--- src/rtl/cpu_pkg.sv ---
// Shared definitions for the Minisys fetch stage.
//   fsm_state_t  : fetch sequencer states
//   CPU_RESET_PC : default reset PC
//   OP_J, OP_JAL : jump opcodes (Instruction[31:26])
package cpu_pkg;

  typedef enum logic [1:0] {
    IDLE = 2'd0,
    REQ  = 2'd1,
    WAIT = 2'd2,
    EXEC = 2'd3
  } fsm_state_t;

  localparam logic [31:0] CPU_RESET_PC = 32'h0000_0000;

  localparam logic [5:0] OP_J   = 6'b000010;
  localparam logic [5:0] OP_JAL = 6'b000011;

endpackage

--- src/rtl/ifetch_seq32_npc_sel.sv ---
// Next-PC priority mux: jr > j/jal > taken branch > sequential.
// Targets with nonzero low bits are word-aligned and flagged.
//   pc_plus_4, instr_index, addr_result, zero, read_data_1,
//   branch, nbranch, jmp, jal, jr : selection inputs
//   next_pc  : aligned next PC
//   misalign : selected target had nonzero bits [1:0]
module npc_sel (
  input  logic [31:0] pc_plus_4,
  input  logic [25:0] instr_index,
  input  logic [31:0] addr_result,
  input  logic        zero,
  input  logic [31:0] read_data_1,
  input  logic        branch,
  input  logic        nbranch,
  input  logic        jmp,
  input  logic        jal,
  input  logic        jr,
  output logic [31:0] next_pc,
  output logic        misalign
);

  logic [31:0] target;

  always_comb begin
    target = pc_plus_4;
    if (jr)
      target = read_data_1;
    else if (jmp || jal)
      target = {pc_plus_4[31:28], instr_index, 2'b00};
    else if ((branch && zero) || (nbranch && !zero))
      target = addr_result;
    misalign = |target[1:0];
    next_pc  = {target[31:2], 2'b00};
  end

endmodule

--- src/rtl/ifetch_seq32.sv ---
// Sequential instruction fetch / PC update stage.
// One outstanding fetch: IDLE -> REQ -> WAIT (until imem_valid) -> EXEC
// (until stall drops) -> REQ. PC and retire count advance on leaving EXEC.
//   clock, reset            : clock, synchronous active-high reset
//   imem_req/addr/valid/rdata : instruction memory handshake
//   stall                   : hold the current instruction in EXEC
//   Addr_Result, Zero, Read_data_1, Branch, nBranch, Jmp, Jal, Jr : next-PC inputs
//   Instruction, inst_valid, pc, PC_plus_4 : current instruction to decode/execute
//   instret                 : retired-instruction counter
//   misalign                : sticky misaligned-target flag
module ifetch_seq32
  import cpu_pkg::*;
#(
  parameter logic [31:0] RESET_PC    = CPU_RESET_PC,
  parameter int          IMEM_ADDR_W = 14
) (
  input  logic                   clock,
  input  logic                   reset,
  output logic                   imem_req,
  output logic [IMEM_ADDR_W-1:0] imem_addr,
  input  logic                   imem_valid,
  input  logic [31:0]            imem_rdata,
  input  logic                   stall,
  input  logic [31:0]            Addr_Result,
  input  logic                   Zero,
  input  logic [31:0]            Read_data_1,
  input  logic                   Branch,
  input  logic                   nBranch,
  input  logic                   Jmp,
  input  logic                   Jal,
  input  logic                   Jr,
  output logic [31:0]            Instruction,
  output logic                   inst_valid,
  output logic [31:0]            pc,
  output logic [31:0]            PC_plus_4,
  output logic [31:0]            instret,
  output logic                   misalign
);

  fsm_state_t  state, state_nxt;
  logic [31:0] next_pc;
  logic        next_mis;
  logic        retire;

  assign PC_plus_4 = pc + 32'd4;
  assign imem_addr = pc[IMEM_ADDR_W+1:2];
  assign retire    = (state == EXEC) && !stall;

  npc_sel u_npc_sel (
    .pc_plus_4   (PC_plus_4),
    .instr_index (Instruction[25:0]),
    .addr_result (Addr_Result),
    .zero        (Zero),
    .read_data_1 (Read_data_1),
    .branch      (Branch),
    .nbranch     (nBranch),
    .jmp         (Jmp),
    .jal         (Jal),
    .jr          (Jr),
    .next_pc     (next_pc),
    .misalign    (next_mis)
  );

  always_ff @(posedge clock) begin
    if (reset) begin
      state       <= IDLE;
      pc          <= RESET_PC;
      Instruction <= '0;
      instret     <= '0;
      misalign    <= 1'b0;
    end else begin
      state <= state_nxt;
      if (state == WAIT && imem_valid)
        Instruction <= imem_rdata;
      if (retire) begin
        pc      <= next_pc;
        instret <= instret + 32'd1;
        if (next_mis)
          misalign <= 1'b1;
      end
    end
  end

  always_comb begin
    state_nxt  = state;
    imem_req   = 1'b0;
    inst_valid = 1'b0;
    case (state)
      IDLE: state_nxt = REQ;
      REQ: begin
        imem_req  = 1'b1;
        state_nxt = WAIT;
      end
      WAIT: if (imem_valid) state_nxt = EXEC;
      EXEC: begin
        inst_valid = 1'b1;
        if (!stall) state_nxt = REQ;
      end
      default: state_nxt = IDLE;
    endcase
  end

endmodule

--- config.mk ---
export PLATFORM = sky130hd
export DESIGN_NAME = ifetch_seq32
export DESIGN_NICKNAME = d
export VERILOG_FILES = /design/src/rtl/cpu_pkg.sv /design/src/rtl/ifetch_seq32_npc_sel.sv /design/src/rtl/ifetch_seq32.sv
export SDC_FILE = /design/constraint.sdc
export NUM_CORES = 1
export LEC_CHECK = 0
export ABC_AREA = 1
export CAP_MARGIN = 10
export CORE_UTILIZATION = 48
export CTS_CLUSTER_DIAMETER = 40
export CTS_CLUSTER_SIZE = 40
export DETAILED_ROUTE_END_ITERATION = 8
export PLACE_DENSITY_LB_ADDON = 0.2
export SLEW_MARGIN = 20
export SYNTH_ARGS = -nofsm -noshare
export SYNTH_HDL_FRONTEND = slang
export SYNTH_SLANG_ARGS = --single-unit
--- constraint.sdc ---
create_clock -name clock -period 2.5 [get_ports clock]
set_input_delay 0.5 -clock clock [delete_from_list [all_inputs] [get_ports clock]]
set_output_delay 0.5 -clock clock [all_outputs]
set_load 0.005 [all_outputs]
==> impl_metrics.csv <==
group,metric,value,unit
floorplanning,pin_count,251,
setup_path,cp_max_fo,3,
synth,ys_seq_area_share,31.38,%
layout,mostFrequentLayoutCell,"nand2_1",
global_routing,grt_pass1_vias,6904,
synth,syn-instance-count,1008,
timing,max_freq,0.3958,GHz
timing,setup_violations,2,
placed_design,place.gp.congestion,0.9537,
clocking,cts_tree,"done",
power,p_per_area,477.6,mW/mm2
floorplanning,initial_utilization,49.04,%
setup_path,worstRegToRegCells,10,
run,max-cap-violations,0,
setup_path,startpoint_type,"flop",
timing,post-route-min-period,2527,ps
synth,synth_warnings,0,
route,wire_per_inst,16.10,um
setup_path,worstSetupPathType,"reg2out",
power,p_sw,1370,uW
global_routing,grt_pass1_wl,35740,um
route,initialDrtViolationCount,651,
layout,final_cell_mix,"285 x nand2_1, 224 x clkdlybuf4s50_1, 158 x nor2_1",
global_routing,grt_max_degree,47,
floorplanning,rows,41,
placed_design,io_buffers,246,
layout,area_growth,53.15,%
status,violations,"DRC, setup timing",
route,viasPerCell,5.180,
route,vias,7412,
clocking,ctsHtreeMaxLevel,3,
synth,postSynthAreaPerCell,6.139,um2
power,p_comb_share,28.5,%
layout,final_net_count,1366,
synth,netlist.area_leader.share,31.38,%
power,switching_share,30.26,%
min_path,min-delay-path-class,"reg2reg",
setup_path,required,2000,ps
clocking,clockRootBuffer,"clkbuf_16",
timing,relSlewSlack,64.74,%
power,power_frac_seq,40.5,%
synth,syn_area,0.006188,mm2
timing,setup_slack,-26.60,ps
status,outcome,"finished with violations",
timing,skew,7.132,ps
clocking,clkTransAtPathRegs,70,ps
floorplanning,die_y,115.5,um
global_routing,grt.total_usage,35.10,%
power,ir_drop,552.1,uV
global_routing,overflow,0,
power,finalPower,4526,uW
clocking,clock_path_buffers,2,
synth,ys_ff_latch,97,
timing,tightest_slew,528.9,ps
floorplanning,die_area,0.01335,mm2
clocking,ctsHoldBuffers,0,
synth,yosysUniqueCellTypes,40,
floorplanning,core,0.01262,mm2
synth,synth_top_area_cell,"dfxtp_1",
route,drtPass1Iterations,8,
clocking,cts_buffers,9,
min_path,holdPathStages,2,
route,drc_errors,2,
timing,finalCritPeriodShare,101.1,%
power,clkPwrFrac,31.0,%
floorplanning,dieWidth,115.5,um
placed_design,hpwl,17650,um
route,antenna_left,0,
timing,slew_violations,0,
route,routed_wl,23030,um
synth,synth_area_leaders,"dfxtp_1 31%, nand2_1 18%, nor2_1 10%",
placed_design,preCtsSetupSlack,168.5,ps
setup_path,critPathArrivalTime,2030,ps
clocking,worstSkewPairLatency,350,ps
global_routing,antenna_found_initial,1,
power,p_int,3157,uW
timing,rsz0062_at_grt,"yes",
clocking,cts.sinks,97,
layout,drive_gt1_share,12.40,%
timing,finalHoldViolCount,0,
setup_path,crit_path_end_kind,"output pin",
power,leakage,0.003859,uW
[sequential cells by signal, indices dropped and copies added, names as in the netlist]
register,count
state,2
misalign,1
Instruction,32
instret,32
pc,30
[area by class of cell]
cell class,count,area (um2)
diodes,1,2.502
inverters,91,341.6
clock inverters,4,53.80
multi-input cells,768,3791
clock buffers,11,232.7
repair buffers,287,2859
flip-flops and latches,97,1982
well taps,172,215.2
fillers,1063,3142
[cell families (layout without fill, tap and decap cells)]
logic type      Yosys count  after routing  synth area share [%]
buf+inv                 146            393                 10.09
xor+xnor                 15             15                 2.608
other cells               1              5               0.06060
simple gates            584            584                 41.04
compound gates          159            159                 13.61
fa+ha+maj                 6              6                 1.213
flops                    97             97                 31.38
[metrics by stage]
step                      setup TNS (ps)  std cells  util [%]  cell area [um2]  hold WS [ps]
after floorplan                        0       1011         -             6200         446.6
after global placement                 0       1403     70.33             8875         448.6
after detailed placement               0       1403     70.33             8875         457.4
after CTS                         -116.0       1424     73.88             9324         467.9
after global routing              -318.3       1431     75.10             9478         489.0
final                             -35.39       1431     75.10             9478         471.0
[what timing repair did]
item	4_1_cts	5_1_grt
setup endpoints to repair	25	18
pin swaps	15	10
resized for setup	61	29
buffers inserted	6	6
[Yosys cell counts]
master    number
xor2_2         4
nor3b_1        2
nor3_4         2
nand2_4        1
nor2_2         5
nand3b_1       7
clkbuf_1      30
nand3_1       39
xnor2_1        8
a211oi_1       1
dfxtp_1       97
inv_1         85
nor3_1        24
o21ai_1        2
inv_2          6
buf_2          4
xor2_1         3
buf_4         19
nand2_1      292
a21oi_1       79
a31oi_1        2
and3_1         1
nor2_1       169
nor2_4        10
a221oi_1       1
a21oi_2        1
nand3_2        3
buf_1          2
o311ai_1       1
o21ai_0       61
o21bai_1       3
conb_1         1
nor3_2         2
nand2_2       12
nor2_8         1
and2_1         6
ha_1           6
o211ai_1       7
o21ba_2        1
nand4_1        8
[power groups by stage]
stage	Clock (uW)	Sequential [uW]	Combinational [uW]
finish	1400	1830	1290
global placement	0	1850	1260
detailed placement	0	1860	1280
floorplan	0	1850	532
CTS	1420	1830	1280
global route	1490	1850	1410
[metal layers]
layer  global-route usage, %  part of all wire [%]  vias to the layer above
met5                       0                     0                        -
met4                   14.03                   3.3                        0
met3                   7.793                   8.4                       49
met2                   57.21                    46                      329
met1                   45.01                    43                     3368
li1                        -                     -                     3666
[worst max-delay path: stages (launching register included)]
cell and delay [ps]:
dfxtp_2 340, ha_2 190, nand2_2 80, nor2_4 130
buf_6 120, nand2_4 60, xnor2_2 210, clkdlybuf4s50_1 540
[worst paths after layout]
kind                                 endpoint  slack, ps      from
worst max-delay path            PC_plus_4[10]        -30     pc[3]
worst min register to register       misalign        470  misalign
worst max register to register    instret[17]        580  state[0]
worst min-delay path                 misalign        470  misalign
Note: power is estimated with default switching activity, not from simulation.
